<file path="config.mk">
export PLATFORM = sky130hd
export DESIGN_NAME = smem_dram_arbiter
export DESIGN_NICKNAME = d
export VERILOG_FILES = /design/src/rtl/smem_dram_arbiter.sv
export SDC_FILE = /design/constraint.sdc
export NUM_CORES = 1
export LEC_CHECK = 0
export ABC_CLOCK_PERIOD_IN_PS = 8000
export BUFFER_PORTS_ARGS = -buffer_cell sky130_fd_sc_hd__buf_4
export CAP_MARGIN = 20
export CORE_UTILIZATION = 48
export CTS_BUF_LIST = sky130_fd_sc_hd__clkbuf_8
export DETAILED_ROUTE_END_ITERATION = 10
export PLACE_DENSITY = 0.86
export SYNTH_ARGS = -nofsm -noshare
export SYNTH_HDL_FRONTEND = slang
export SYNTH_SLANG_ARGS = --single-unit
</file>
<file path="constraint.sdc">
create_clock -name Clk_32UI -period 8 [get_ports Clk_32UI]
set_input_delay 0.4 -clock Clk_32UI [delete_from_list [all_inputs] [get_ports Clk_32UI]]
set_output_delay 0.4 -clock Clk_32UI [all_outputs]
set_load 0.01 [all_outputs]
</file>
<file path="src/rtl/smem_dram_arbiter.sv">
// Round-robin arbiter between the forward and backward occurrence-table fetch pipelines
// onto a single DRAM request port, with in-flight tracking, back-pressure and flush/drain.
module smem_dram_arbiter #(
  parameter int ADDR_W  = 32,
  parameter int MAX_OUT = 32,
  parameter int CNT_W   = 6
) (
  input  logic              Clk_32UI,
  input  logic              reset,

  input  logic              f_req_valid,
  input  logic [ADDR_W-1:0] f_req_addr,
  input  logic [9:0]        f_req_read_num,
  output logic              f_req_ready,

  input  logic              b_req_valid,
  input  logic [ADDR_W-1:0] b_req_addr,
  input  logic [9:0]        b_req_read_num,
  output logic              b_req_ready,

  output logic              dram_req_valid,
  output logic [ADDR_W-1:0] dram_req_addr,
  output logic [9:0]        dram_req_read_num,
  output logic              dram_req_src,
  input  logic              dram_req_ready,

  input  logic              DRAM_get,
  input  logic              flush,
  output logic              drained,
  output logic              stall,
  output logic [CNT_W-1:0]  inflight,
  output logic              underflow_err
);

  typedef enum logic [1:0] {
    IDLE  = 2'd0,
    HOLD  = 2'd1,
    DRAIN = 2'd2
  } state_t;

  localparam logic [CNT_W-1:0] MAX_CNT = CNT_W'(MAX_OUT);
  localparam logic             SRC_FWD = 1'b0;
  localparam logic             SRC_BWD = 1'b1;

  state_t state, state_nxt;
  logic   last_grant;
  logic   load_ok;
  logic   win_bwd;
  logic   grant;
  logic   dec;

  // Eligibility uses the registered count only, so a same-cycle response never opens a slot.
  assign load_ok = ((state == IDLE) || ((state == HOLD) && dram_req_ready))
                   && (inflight < MAX_CNT) && !flush;

  assign win_bwd = b_req_valid && (!f_req_valid || (last_grant == SRC_FWD));
  assign grant   = load_ok && (f_req_valid || b_req_valid);
  assign dec     = DRAM_get && (inflight != '0);

  // State register.
  // NOTE: sequential state uses non-blocking (<=) so every flop samples pre-edge values.
  always_ff @(posedge Clk_32UI) begin
    if (reset) state <= IDLE;
    else       state <= state_nxt;
  end

  // Next-state logic.
  // NOTE: the default assignment up front keeps this block free of inferred latches.
  always_comb begin
    state_nxt = state;
    unique case (state)
      IDLE: begin
        if (flush)      state_nxt = DRAIN;
        else if (grant) state_nxt = HOLD;
      end
      HOLD: begin
        if (dram_req_ready) begin
          if (grant)      state_nxt = HOLD;
          else if (flush) state_nxt = DRAIN;
          else            state_nxt = IDLE;
        end
      end
      DRAIN: begin
        if (!flush) state_nxt = IDLE;
      end
      default: state_nxt = IDLE;
    endcase
  end

  // Output logic.
  always_comb begin
    f_req_ready    = grant && !win_bwd;
    b_req_ready    = grant && win_bwd;
    dram_req_valid = (state == HOLD);
    drained        = (state == DRAIN) && (inflight == '0);
    stall          = (inflight == MAX_CNT) || flush || (state == DRAIN);
  end

  // Held request and round-robin pointer; the pointer resets to backward so forward wins first.
  // NOTE: the held request registers are reset too, so a discarded request never leaks out.
  always_ff @(posedge Clk_32UI) begin
    if (reset) begin
      dram_req_addr     <= '0;
      dram_req_read_num <= '0;
      dram_req_src      <= SRC_FWD;
      last_grant        <= SRC_BWD;
    end else if (grant) begin
      dram_req_addr     <= win_bwd ? b_req_addr     : f_req_addr;
      dram_req_read_num <= win_bwd ? b_req_read_num : f_req_read_num;
      dram_req_src      <= win_bwd;
      last_grant        <= win_bwd;
    end
  end

  // In-flight counter and sticky underflow flag.
  always_ff @(posedge Clk_32UI) begin
    if (reset) begin
      inflight      <= '0;
      underflow_err <= 1'b0;
    end else begin
      unique case ({grant, dec})
        2'b10:   inflight <= inflight + CNT_W'(1);
        2'b01:   inflight <= inflight - CNT_W'(1);
        default: inflight <= inflight;
      endcase
      if (DRAM_get && (inflight == '0)) underflow_err <= 1'b1;
    end
  end

endmodule

</file>
## Word-level counts from Yosys, hierarchy flattened

Cells that the tools add are included.

- Bits in writable memories: 0
- Input bits: 91
- Bits in read-only memories: 0
- Register bits after elaboration: 53
- Logic and storage cells: 52
- Bits in latches: 0
- Output and inout port bits: 55
- Memories kept: 0

- Reduce and logical (&&, ||, !) cells: 23
- Add/sub/neg operators: 2
- Muxes and demuxes: 10
- Bitwise operators: 1
- Shift-type cells: 0
- Magnitude comparators: 1
- Multiply operators: 0
- Divide/modulo/power cells: 0
- Equal/unequal tests: 8

Operators with widths:

| kind | number |
|---|---|
| $mux 32 | 1 |
| $mux 2 | 6 |
| $pmux 6 s2 | 1 |
| $logic_and 1x1->1 | 10 |
| $mux 10 | 1 |
| $add 6x1->6 const B | 1 |
| $eq 6x6->1 const B | 1 |
| $logic_not 6->1 | 1 |
| $lt 6x6->1 const B | 1 |
| $pmux 2 s3 | 1 |
| $reduce_bool 6->1 | 1 |
| $sub 6x1->6 const B | 1 |
| $logic_or 1x1->1 | 5 |
| $eq 2x1->1 const B | 2 |
| $eq 2x2->1 const B | 2 |
| $logic_not 1->1 | 3 |
| $ne 3x3->1 const B | 1 |
| $reduce_and 3->1 | 1 |
| $logic_not 2->1 | 1 |
| $ne 2x1->1 const B | 1 |
| $ne 2x2->1 const B | 1 |
| $reduce_bool 2->1 | 1 |
| $not 1->1 | 1 |

## Depth between registers and ports, before layout

Gate-level depths: netlist (run 1).

- Word-level depth: 9
- Gate-level depth with buffers: 13
- Gate-level depth less buffers: 11

## Worst setup path after synthesis (run 1)

Ideal clock, no wire load.

- Path kind: register to register
- From: register inflight[0]
- To: register inflight[2]
- Arrival time: 2.698 ns
- Path slack: 5.231 ns
- Required time: 7.929 ns
- Period minus slack after synthesis: 2.769 ns
- Cell stages (with the launch flop): 12
- Path buffers: 1
- Setup time: 0.071 ns
- Cell sequence: dfxtp_1 > or4_1 > nor3_1 > nor2b_1 > ha_1 > clkbuf_1 > xor2_1 > ha_1 > a21oi_1 > xor2_1 > or3_1 > a21oi_1

- Word-level cells in the longest chain between the ends: 6
- Elaborated cells on any way between the ends: 12

RTL lines:

| what | RTL line | text |
|---|---|---|
| start, declared | 31 | `output logic [CNT_W-1:0] inflight,` |
| start signal, assigned | 122 | `2'b10: inflight <= inflight + CNT_W'(1);` |
| start signal, assigned | 123 | `2'b01: inflight <= inflight - CNT_W'(1);` |
| start signal, assigned | 124 | `default: inflight <= inflight;` |
| $lt 6x6->1 | 54 | `&& (inflight < MAX_CNT) && !flush;` |
| $logic_and 1x1->1 (2 in series) | 54 |  |
| $logic_and 1x1->1 | 57 | `assign grant = load_ok && (f_req_valid \|\| b_req_valid);` |
| $eq 2x1->1 / $eq 2x2->1 (equally long branches) | 121 | `unique case ({grant, dec})` |
| $pmux 6 s2 / $reduce_bool 2->1 (equally long branches) | - |  |

Several ways; a longest one is shown, not always the timed one.
A chain may end at the register's enable or synchronous reset.

## Worst setup path after layout (run 1)

- From: register inflight[1]
- To: register inflight[2]

The elaborated chain is that of the path after synthesis.

==> flow_metrics.py, run 1 <==
metrics = {
    "status": {
        "status": "completed",
    },
    "sta": {
        "min_period_ps": 2980,
        "drv_slew": 0,
        "tightest_slew_ps": 856,
        "maxSlewHeadroom_pct": 42.8,
        "fmax_mhz": 336,
        "fin_ws_ps": 5020,
        "rsz0062_at_grt": "false",
        "timing.final.crit_share_pct": 37.2,
        "setup_viol": 0,
        "final-hold-violation-count": 0,
        "skew_ps": 6.41,
        "setup_tns_ps": 0,
    },
    "worst_setup_path": {
        "r2r_cells": 10,
        "r2r-end": "inflight[2]$_SDFFE_PP0P_",
        "crit_start": "inflight[1]$_SDFFE_PP0P_",
        "endpoint": "inflight[2]$_SDFFE_PP0P_",
        "startpoint_type": "register",
        "cp.required_ps": 8230,
        "r2r_start": "inflight[1]$_SDFFE_PP0P_",
        "slowest_delay_ps": 580,
        "worstPathMaxFanout": 12,
        "worstSetupPathType": "reg -> reg",
        "cp.arrival_ps": 3210,
        "cpMaxStageDelayCell": "or4_1",
        "critPathCaptureType": "register",
        "r2r_setup_slack_ps": 5020,
        "crit_chain": "or4_1 -> nor3_1 -> nor2b_1 -> ha_1 -> xor2_1 -> ha_1 -> a21oi_1 -> xor2_1 -> or3_1 -> a21oi_1",
    },
    "synth": {
        "synthesis.instances": 268,
        "yosysWarningCount": 0,
        "synth_cell_types": 37,
        "seq_area_frac_synth_pct": 41.5,
        "syn-num-nets": 362,
        "avgSynthCellArea_um2": 9.54,
        "synthFlopType": "dfxtp_1",
        "ys_ff_latch": 53,
        "synth-edff-count": 0,
        "syn-cell-area_mm2": 0.00256,
        "async_flop_share_pct": 0,
    },
    "global_route": {
        "antenna_found_initial": 0,
        "grt.total_usage_pct": 21.1,
        "first_global_vias": 2107,
        "grt_max_degree": 86,
        "overflow": 0,
        "grt_pass1_wl_um": 9030,
    },
    "clock_network": {
        "cts_made_buffers": 5,
        "post_cts_buffers": 0,
        "postCtsHoldBufs": 0,
        "htreeDepth": 2,
        "tritoncts": "yes",
        "clkTransAtPathRegs_ps": 90,
        "cts-resized-gates": 0,
        "clock-sinks": 53,
        "clock_latency_ps": 300,
        "cts_root_buffer": "clkbuf_8",
        "cts_buffer_depth": 2,
    },
    "placed_design": {
        "numPortBuffers": 145,
        "dpl.cell_count": 463,
        "globalplace.congestion": 0.808,
        "pre_cts_slack_ps": 5050,
        "dpl.hpwl_um": 4580,
    },
    "hold_path": {
        "hold_path.class": "in -> reg",
    },
    "finish": {
        "final_cell_mix": "147 x buf_4, 55 x nor2_1, 53 x dfxtp_1",
        "fin_nets": 494,
        "diodes": 0,
        "layout_commonest_cell": "buf_4",
        "nFillCells": 384,
        "drive_gt1_share_pct": 42.4,
        "final_cells": 471,
        "syn_to_final_growth_pct": 46.5,
        "utilization_pct": 73.3,
    },
    "power": {
        "switching_share_pct": 36.4,
        "power_density_mw_per_mm2": 243,
        "combPwrFrac_pct": 44.4,
        "leakage_nw": 1.67,
        "max-vdd-ir-drop_mv": 0.255,
        "power_switching_uw": 331,
        "clkPwrFrac_pct": 16.4,
        "p_int_uw": 579,
        "power_uw": 911,
        "seqPwrFrac_pct": 39.2,
    },
    "die": {
        "core_mm2": 0.00511,
        "dieHeight_um": 75.0,
        "die_area_mm2": 0.00562,
        "start_util_pct": 50.0,
        "row_count": 26,
        "io_pins": 146,
        "fp.dieW_um": 75.0,
    },
    "detailed_routing": {
        "vias": 2412,
        "drt_wl_total_um": 6250,
        "wl_per_cell_um": 13.3,
        "drtPass1Iterations": 4,
        "drt_iter0_drc": 70,
        "route.detailed.drc": 0,
        "viasPerCell": 5.12,
        "detail-route-antenna-nets": 0,
    },
    "job": {
        "maxCapViolCount": 0,
    },
}
## cell type report
cell class	count	area [um^2]	area share, %
multi-input cells	189	1390	37.0
clock inverters	3	21.3	0.568
inverters	4	15.0	0.401
clock buffers	5	68.8	1.84
well taps	70	87.6	2.34
repair buffers	147	1100	29.5
flip-flops and latches	53	1060	28.3
## metal layers
layer | vias to the layer above | global-route usage, % | wire length (um)
li1 | 1232 | - | -
met1 | 1081 | 23.6 | 2550
met2 | 87 | 39.6 | 3120
met3 | 12 | 3.88 | 485
met4 | 0 | 7.97 | 99
met5 | - | 0 | 0
## registers in the layout, indices dropped and copies added (netlist names)
| signal | flops |
|---|---|
| dram_req_addr | 32 |
| dram_req_read_num | 10 |
| dram_req_src | 1 |
| inflight | 6 |
| last_grant | 1 |
| state | 2 |
| underflow_err | 1 |
## critical path: cells and delay by family (launching register included)
family | cells | cell delay, ps
DFF | 1 | 390
xor gates and xnor gates | 2 | 310
adders and majority gates | 2 | 540
and+or+nand+nor | 4 | 1300
AOI/OAI and AO/OA | 2 | 360
## synth_stat cells (2+ instances only)
master | instances | share of area [%]
nor2b_1 | 3 | 0.73
buf_2 | 12 | 2.3
o21ai_0 | 3 | 0.59
o211ai_1 | 2 | 0.59
nand4b_1 | 2 | 0.69
nand2b_1 | 2 | 0.49
mux2i_1 | 44 | 17
inv_1 | 3 | 0.44
xnor2_1 | 2 | 0.69
a211oi_2 | 10 | 4.9
nand2_1 | 2 | 0.29
nor2_1 | 55 | 8.1
xor2_1 | 4 | 1.4
clkbuf_1 | 8 | 1.2
dfxtp_1 | 53 | 42
a21oi_1 | 6 | 1.2
ha_1 | 3 | 1.5
buf_4 | 2 | 0.59
nor3b_1 | 2 | 0.59
a211oi_1 | 33 | 9.7
## logic make-up after synthesis
| family | synth area share, % |
|---|---|
| xor gates and xnor gates | 2.06 |
| adders and majority gates | 1.47 |
| buffers and inverters | 4.70 |
| muxes | 17.2 |
| and+or+nand+nor | 14.5 |
| AOI/OAI and AO/OA | 18.6 |
| DFF | 41.5 |
## through the flow
step	hold WS, ps	instance area [um^2]
floorplan	431	2560
global placement	460	3650
detailed placement	467	3650
CTS	339	3740
global route	368	3740
finish	338	3740
## how the worst min path moves through the flow
stage,depth (start not counted),from,end
after floorplan,1,last_grant$_SDFFE_PP1P_,last_grant$_SDFFE_PP1P_
after global placement,2,underflow_err$_SDFFE_PP0P_,underflow_err$_SDFFE_PP0P_
after detailed placement,2,underflow_err$_SDFFE_PP0P_,underflow_err$_SDFFE_PP0P_
after CTS,3,DRAM_get,underflow_err$_SDFFE_PP0P_
after global routing,2,flush,state[1]$_SDFFE_PP0P_
final,3,DRAM_get,underflow_err$_SDFFE_PP0P_
## power groups by stage
| stage | registers, mW | clock network [mW] | logic [mW] |
|---|---|---|---|
| final | 0.357 | 0.149 | 0.404 |
| after global placement | 0.359 | 0 | 0.395 |
| after global routing | 0.365 | 0.165 | 0.447 |
| after detailed placement | 0.362 | 0 | 0.407 |
| after floorplan | 0.379 | 0 | 0.234 |
| after CTS | 0.357 | 0.153 | 0.408 |
No activity file was read; power rests on OpenSTA's default activity.
==> inputs of run 2 (changes only) <==
- ABC_AREA: not set -> 1
- ABC_CLOCK_PERIOD_IN_PS: 8000 -> 2900
- CORE_UTILIZATION: 48 -> 45
- PLACE_DENSITY: 0.86 -> 0.83
- clock period: 8 -> 2.9 ns (I/O delays scaled with it)
==> run 2 against run 1 <==
Setup slack got worse by 4600 ps; via count increased by 13%; flip-flop and latch count unchanged; combinational power increased by 130%; synthesized area decreased by 4.5%; sequential share of layout area increased by 1.4 points; die area increased by 1.9%; critical path type unchanged; highest routed layer unchanged.
==> flow_metrics.py, run 2 <==
metrics = {
    "worst_setup_path": {
        "r2r_setup_slack_ps": 460,
        "startpoint_type": "register",
        "worstSetupPathType": "reg -> reg",
        "cpMostUsedCell": "inv_1",
        "cp.arrival_ps": 2630,
        "slowest_delay_ps": 370,
        "r2r_cells": 17,
        "critPathCaptureType": "register",
        "cp.required_ps": 3090,
        "crit_chain": "nor2_1 -> nand3_1 -> nor3_1 -> inv_1 -> nand2_1 -> inv_1 -> ha_1 -> nand2_1 -> inv_1 -> nor2_1 -> ha_1 -> o21bai_1 -> nand3_1 -> nand3_1 -> nor2_1 -> o21ai_0 -> inv_1",
        "r2r_start": "inflight[0]$_SDFFE_PP0P_",
        "cpMaxStageDelayCell": "dfxtp_1",
        "r2r-end": "inflight[4]$_SDFFE_PP0P_",
        "worstPathMaxFanout": 6,
    },
    "global_route": {
        "grt.total_usage_pct": 24.6,
        "first_global_vias": 2523,
        "grt_max_degree": 51,
        "antenna_found_initial": 0,
        "overflow": 0,
        "grt_pass1_wl_um": 10700,
    },
    "clock_network": {
        "postCtsHoldBufs": 0,
        "clock_latency_ps": 290,
        "cts_made_buffers": 5,
        "htreeDepth": 2,
        "tritoncts": "yes",
        "clock-sinks": 53,
        "post_cts_buffers": 0,
        "cts_buffer_depth": 2,
        "cts-resized-gates": 0,
        "cts_root_buffer": "clkbuf_8",
        "clkTransAtPathRegs_ps": 90,
    },
    "detailed_routing": {
        "route.detailed.drc": 0,
        "drt_wl_total_um": 7020,
        "viasPerCell": 5.04,
        "drt_iter0_drc": 124,
        "vias": 2732,
        "detail-route-antenna-nets": 0,
        "wl_per_cell_um": 13.0,
        "drtPass1Iterations": 4,
    },
    "sta": {
        "skew_ps": 4.31,
        "timing.final.crit_share_pct": 84.3,
        "tightest_slew_ps": 587,
        "min_period_ps": 2440,
        "maxSlewHeadroom_pct": 60.8,
        "setup_viol": 0,
        "setup_tns_ps": 0,
        "final-hold-violation-count": 0,
        "drv_slew": 0,
        "fmax_mhz": 409,
        "rsz0062_at_grt": "false",
    },
    "power": {
        "power_mw": 2.28,
        "leakage_nw": 1.67,
        "max-vdd-ir-drop_mv": 0.327,
        "power_density_mw_per_mm2": 637,
    },
    "synth": {
        "synth-edff-count": 0,
        "yosys.area.top_type_share_pct": 43.4,
        "yosysWarningCount": 0,
        "yosysMostFrequentCell": "nand2_1",
        "syn-num-nets": 432,
        "avgSynthCellArea_um2": 7.23,
        "synthFlopType": "dfxtp_1",
        "seq_area_frac_synth_pct": 43.4,
        "syn-cell-area_mm2": 0.00244,
        "synth_common_cells": "147 x nand2_1, 53 x dfxtp_1, 42 x a31oi_1",
        "ys_ff_latch": 53,
        "synth_cell_types": 25,
        "async_flop_share_pct": 0,
        "synth_largest_area_cell": "dfxtp_1",
        "synthesis.instances": 338,
        "yosys-top-cells-area": "dfxtp_1 43%, nand2_1 23%, a31oi_1 11%",
    },
    "die": {
        "dieHeight_um": 75.7,
        "row_count": 26,
        "core_mm2": 0.00517,
        "fp.dieW_um": 75.7,
        "start_util_pct": 47.2,
        "io_pins": 146,
        "die_area_mm2": 0.00573,
    },
    "hold_path": {
        "hold_path_startpoint": "DRAM_get",
        "hold_depth": 3,
        "min_to": "underflow_err$_SDFFE_PP0P_",
        "hold_path.class": "in -> reg",
    },
    "finish": {
        "layout_commonest_cell": "nand2_1",
        "top_register": "dram_req_addr",
        "largest_reg_flops": 32,
        "fin_nets": 566,
        "final_cell_mix": "147 x nand2_1, 146 x buf_4, 53 x dfxtp_1",
        "drive_gt1_share_pct": 33.9,
        "largestRegisters": "dram_req_addr (32), dram_req_read_num (10), inflight (6)",
        "finish.instance_area_mm2": 0.00357,
        "diodes": 0,
        "syn_to_final_growth_pct": 46.3,
    },
    "status": {
        "status": "completed",
    },
    "placed_design": {
        "globalplace.congestion": 0.846,
        "dpl.hpwl_um": 5170,
        "placed_area_mm2": 0.00349,
        "numPortBuffers": 145,
    },
    "job": {
        "maxCapViolCount": 0,
    },
}
## run 2: cell count changes in the layout (fill, tap and decap cells not counted), moves of 3 or more
| cell | before | now |
|---|---|---|
| a211oi_1 | 33 | 0 |
| inv_1 | 3 | 22 |
| nand2_1 | 2 | 147 |
| a21oi_1 | 6 | 10 |
| o21ai_0 | 3 | 7 |
| nor2_1 | 55 | 11 |
| a31oi_1 | 1 | 42 |
| nor2b_1 | 3 | 0 |
| inv_2 | 1 | 4 |
| mux2i_1 | 44 | 0 |
| nand3_1 | 1 | 8 |
| a211oi_2 | 10 | 0 |
## run 2: cell type report
type,instances,area [um^2]
Fill cell,421,1600
Multi-Input combinational cell,241,1150
Timing Repair Buffer,146,1100
Sequential cell,53,1060
Inverter,25,93.8
Tap cell,70,87.6
Clock buffer,6,82.6
Clock inverter,1,3.75
## run 2: worst max-delay path by stage
stage	from	endpoint	slack, ps
global placement	inflight[0]$_SDFFE_PP0P_	inflight[4]$_SDFFE_PP0P_	640
finish	inflight[0]$_SDFFE_PP0P_	inflight[4]$_SDFFE_PP0P_	460
floorplan	inflight[5]$_SDFFE_PP0P_	inflight[4]$_SDFFE_PP0P_	660
detailed placement	inflight[0]$_SDFFE_PP0P_	inflight[4]$_SDFFE_PP0P_	510
global route	inflight[0]$_SDFFE_PP0P_	inflight[4]$_SDFFE_PP0P_	190
CTS	inflight[0]$_SDFFE_PP0P_	inflight[4]$_SDFFE_PP0P_	480
## run 2: per-layer routing
| layer | wire length, um | up-vias | global-route usage (%) |
|---|---|---|---|
| met1 | 2750 | 1251 | 27.1 |
| met3 | 564 | 15 | 8.33 |
| met2 | 3560 | 101 | 43.7 |
| met5 | 0 | - | 0 |
| met4 | 153 | 0 | 9.26 |
| li1 | - | 1365 | - |
## run 2: critical path: cells and delay by family (launching register included)
kind                     cells  cell delay [ps]
AND/OR/NAND/NOR              9             1010
adder cells (fa/ha/maj)      2              400
flip-flops                   1              370
buffers and inverters        4              230
AO/OA/AOI/OAI                2              330
## run 2: kinds of logic after synthesis
kind of cell,share of synthesized area [%]
xor+xnor,1.08
compound gates,15.8
simple gates,28.6
fa+ha+maj,1.54
buf+inv,9.58
flops,43.4
## run 2: per-stage QoR
step                      cells  util, %  hold WS, ps  setup slack [ps]
after global routing        542     69.1         96.2               188
after global placement      535     67.4          400               642
after floorplan             338        -          290               658
after CTS                   542     69.1         89.3               484
after detailed placement    535     67.4          395               510
final                       542     69.1         96.4               456
## run 2: where the power goes
group | internal, mW | total (mW) | leakage (nW) | switching, mW
Clock | 0.186 | 0.405 | 0.0485 | 0.219
Sequential | 0.845 | 0.935 | 0.434 | 0.0900
Combinational | 0.417 | 0.935 | 1.19 | 0.518
Total | 1.45 | 2.28 | 1.67 | 0.827
==> inputs of run 3 (changes only) <==
- ABC_CLOCK_PERIOD_IN_PS: 2900 -> 2450
- clock period: 2.9 -> 2.45 ns (I/O delays scaled with it)
==> run 3 against run 2 <==
Sequential power increased by 20%; non-clock buffer count increased by 2; critical path depth stayed put; power grew 22%; fmax rose by 5.7%; count of clock-buffer cells in the layout decreased by 1.
==> flow_metrics.py, run 3 (synthesis results as in run 2) <==
metrics = {
    "detailed_routing": {
        "vias": 2702,
        "drt_wl_total_um": 6910,
        "drt_iter0_drc": 123,
        "drtPass1Iterations": 7,
        "route.detailed.drc": 0,
        "viasPerCell": 4.96,
        "wl_per_cell_um": 12.7,
        "detail-route-antenna-nets": 0,
    },
    "power": {
        "max-vdd-ir-drop_mv": 0.462,
        "power_switching_mw": 1.04,
        "clkPwrFrac_pct": 17.8,
        "power_density_mw_per_mm2": 768,
        "combPwrFrac_pct": 41.9,
        "p_int_mw": 1.74,
        "switching_share_pct": 37.3,
        "leakage_nw": 1.68,
        "seqPwrFrac_pct": 40.3,
    },
    "worst_setup_path": {
        "crit_chain": "inv_1 -> nand3_1 -> nor3_2 -> inv_1 -> nand2_1 -> inv_1 -> ha_4 -> nor2_1 -> nor2_1 -> ha_1 -> o21bai_2 -> nand3_1 -> nand3_1 -> nand2_1 -> nand2_1 -> o21ai_1 -> inv_1",
        "cp.arrival_ps": 2510,
        "worstPathMaxFanout": 6,
        "startpoint_type": "register",
        "worst-path-buf-inv": 4,
        "cpMostUsedCell": "inv_1",
        "cp.required_ps": 2650,
        "cpMaxStageDelayCell": "dfxtp_1",
        "cpLargestDelayFamily": "simple AND/OR/NAND/NOR gates",
        "r2r_setup_slack_ps": 140,
        "slowest_delay_ps": 350,
        "critPathCaptureType": "register",
        "worstSetupPathType": "reg -> reg",
    },
    "placed_design": {
        "dpl.hpwl_um": 5030,
        "numPortBuffers": 145,
        "pre_cts_slack_ps": 42.2,
        "globalplace.congestion": 0.886,
        "placed_area_mm2": 0.00349,
        "dpl.cell_count": 536,
    },
    "clock_network": {
        "htreeDepth": 2,
        "clock-sinks": 53,
        "clkTransAtPathRegs_ps": 100,
        "cts_made_buffers": 5,
        "tritoncts": "yes",
        "cts_buffer_depth": 2,
        "cts_root_buffer": "clkbuf_8",
        "clock_latency_ps": 300,
    },
    "die": {
        "io_pins": 146,
        "core_mm2": 0.00517,
        "fp.dieW_um": 75.7,
        "dieHeight_um": 75.7,
        "start_util_pct": 47.2,
        "row_count": 26,
        "die_area_mm2": 0.00573,
    },
    "sta": {
        "drv_slew": 0,
        "fmax_mhz": 432,
        "final-hold-violation-count": 0,
        "tightest_slew_ps": 605,
        "timing.final.crit_share_pct": 94.4,
        "hold_ws_ps": 73.4,
        "fin_ws_ps": 137,
        "setup_viol": 0,
        "maxSlewHeadroom_pct": 59.7,
        "skew_ps": 9.21,
        "min_period_ps": 2310,
    },
    "global_route": {
        "overflow": 0,
        "grt.total_usage_pct": 23.6,
        "grt_pass1_wl_um": 10300,
        "antenna_found_initial": 0,
        "first_global_vias": 2466,
        "grt_max_degree": 51,
    },
    "finish": {
        "drive_gt1_share_pct": 35.8,
        "finish.instance_area_mm2": 0.00362,
        "top_register": "dram_req_addr",
        "final_cell_mix": "148 x buf_4, 147 x nand2_1, 52 x dfxtp_1",
        "fin_nets": 568,
        "syn_to_final_growth_pct": 48.2,
        "nFillCells": 438,
        "largest_reg_flops": 32,
        "final_cells": 545,
        "diodes": 0,
        "largestRegisters": "dram_req_addr (32), dram_req_read_num (10), inflight (6)",
        "layout_commonest_cell": "buf_4",
    },
    "hold_path": {
        "hold_path.class": "in -> reg",
    },
    "job": {
        "maxCapViolCount": 0,
    },
    "status": {
        "status": "completed",
    },
}
run 3: final timing paths:
path | start | endpoint | depth (start not counted)
setup / recovery | inflight[2]$_SDFFE_PP0P_ | inflight[4]$_SDFFE_PP0P_ | 17
hold / removal | b_req_read_num[1] | dram_req_read_num[1]$_SDFFE_PP0P_ | 3
setup reg to reg | inflight[2]$_SDFFE_PP0P_ | inflight[4]$_SDFFE_PP0P_ | 17
hold reg to reg | inflight[0]$_SDFFE_PP0P_ | inflight[0]$_SDFFE_PP0P_ | 1
run 3: power groups by stage:
stage / Sequential (mW) / Combinational [mW] / Clock, mW
after global routing: 1.14 / 1.29 / 0.539
final: 1.12 / 1.16 / 0.495
after CTS: 1.11 / 1.11 / 0.509
after global placement: 1.11 / 1.09 / 0
after detailed placement: 1.12 / 1.11 / 0
after floorplan: 1.17 / 0.623 / 0
run 3: what timing repair did:
action	CTS	global route
endpoints found under the hold margin	0	0
endpoints found under the setup margin	0	3
hold buffers	0	0
resized for setup	0	9
buffers inserted	0	1
run 3: layout make-up:
class                      count  area (um^2)  area share, %
timing repair buffer         148         1110           30.7
sequential                    53         1060           29.4
tap                           70         87.6           2.42
clock inverter                 3         21.3          0.588
multi-input combinational    241         1170           32.4
clock buffer                   5         68.8           1.90
inverter                      25         93.8           2.59
run 3: worst reg2reg max path: stages, from the launching register on:
cell and delay [ps]:
dfxtp_1 350, inv_1 120, nand3_1 130, nor3_2 210, inv_1 80, nand2_1 70
inv_1 70, ha_4 190, nor2_1 90, nor2_1 70, ha_1 170, o21bai_2 200
nand3_1 90, nand3_1 100, nand2_1 90, nand2_1 50, o21ai_1 110, inv_1 50
run 3: metrics by stage:
| stage | power, mW | utilization, % | setup TNS (ps) |
|---|---|---|---|
| 2_1_floorplan | 1.79 | - | 0 |
| 3_3_place_gp | 2.20 | 67.5 | 0 |
| 3_5_place_dp | 2.23 | 67.5 | 0 |
| 4_1_cts | 2.73 | 69.3 | 0 |
| 5_1_grt | 2.97 | 70.0 | -37.7 |
| 6_report | 2.78 | 70.0 | 0 |
run 3: metal layers:
metal | track usage [%] | up-vias | share of wire [%]
li1 | - | 1371 | -
met1 | 25.1 | 1227 | 40
met2 | 44.1 | 96 | 51
met3 | 7.54 | 8 | 7.3
met4 | 7.82 | 0 | 1.5
met5 | 0 | - | 0
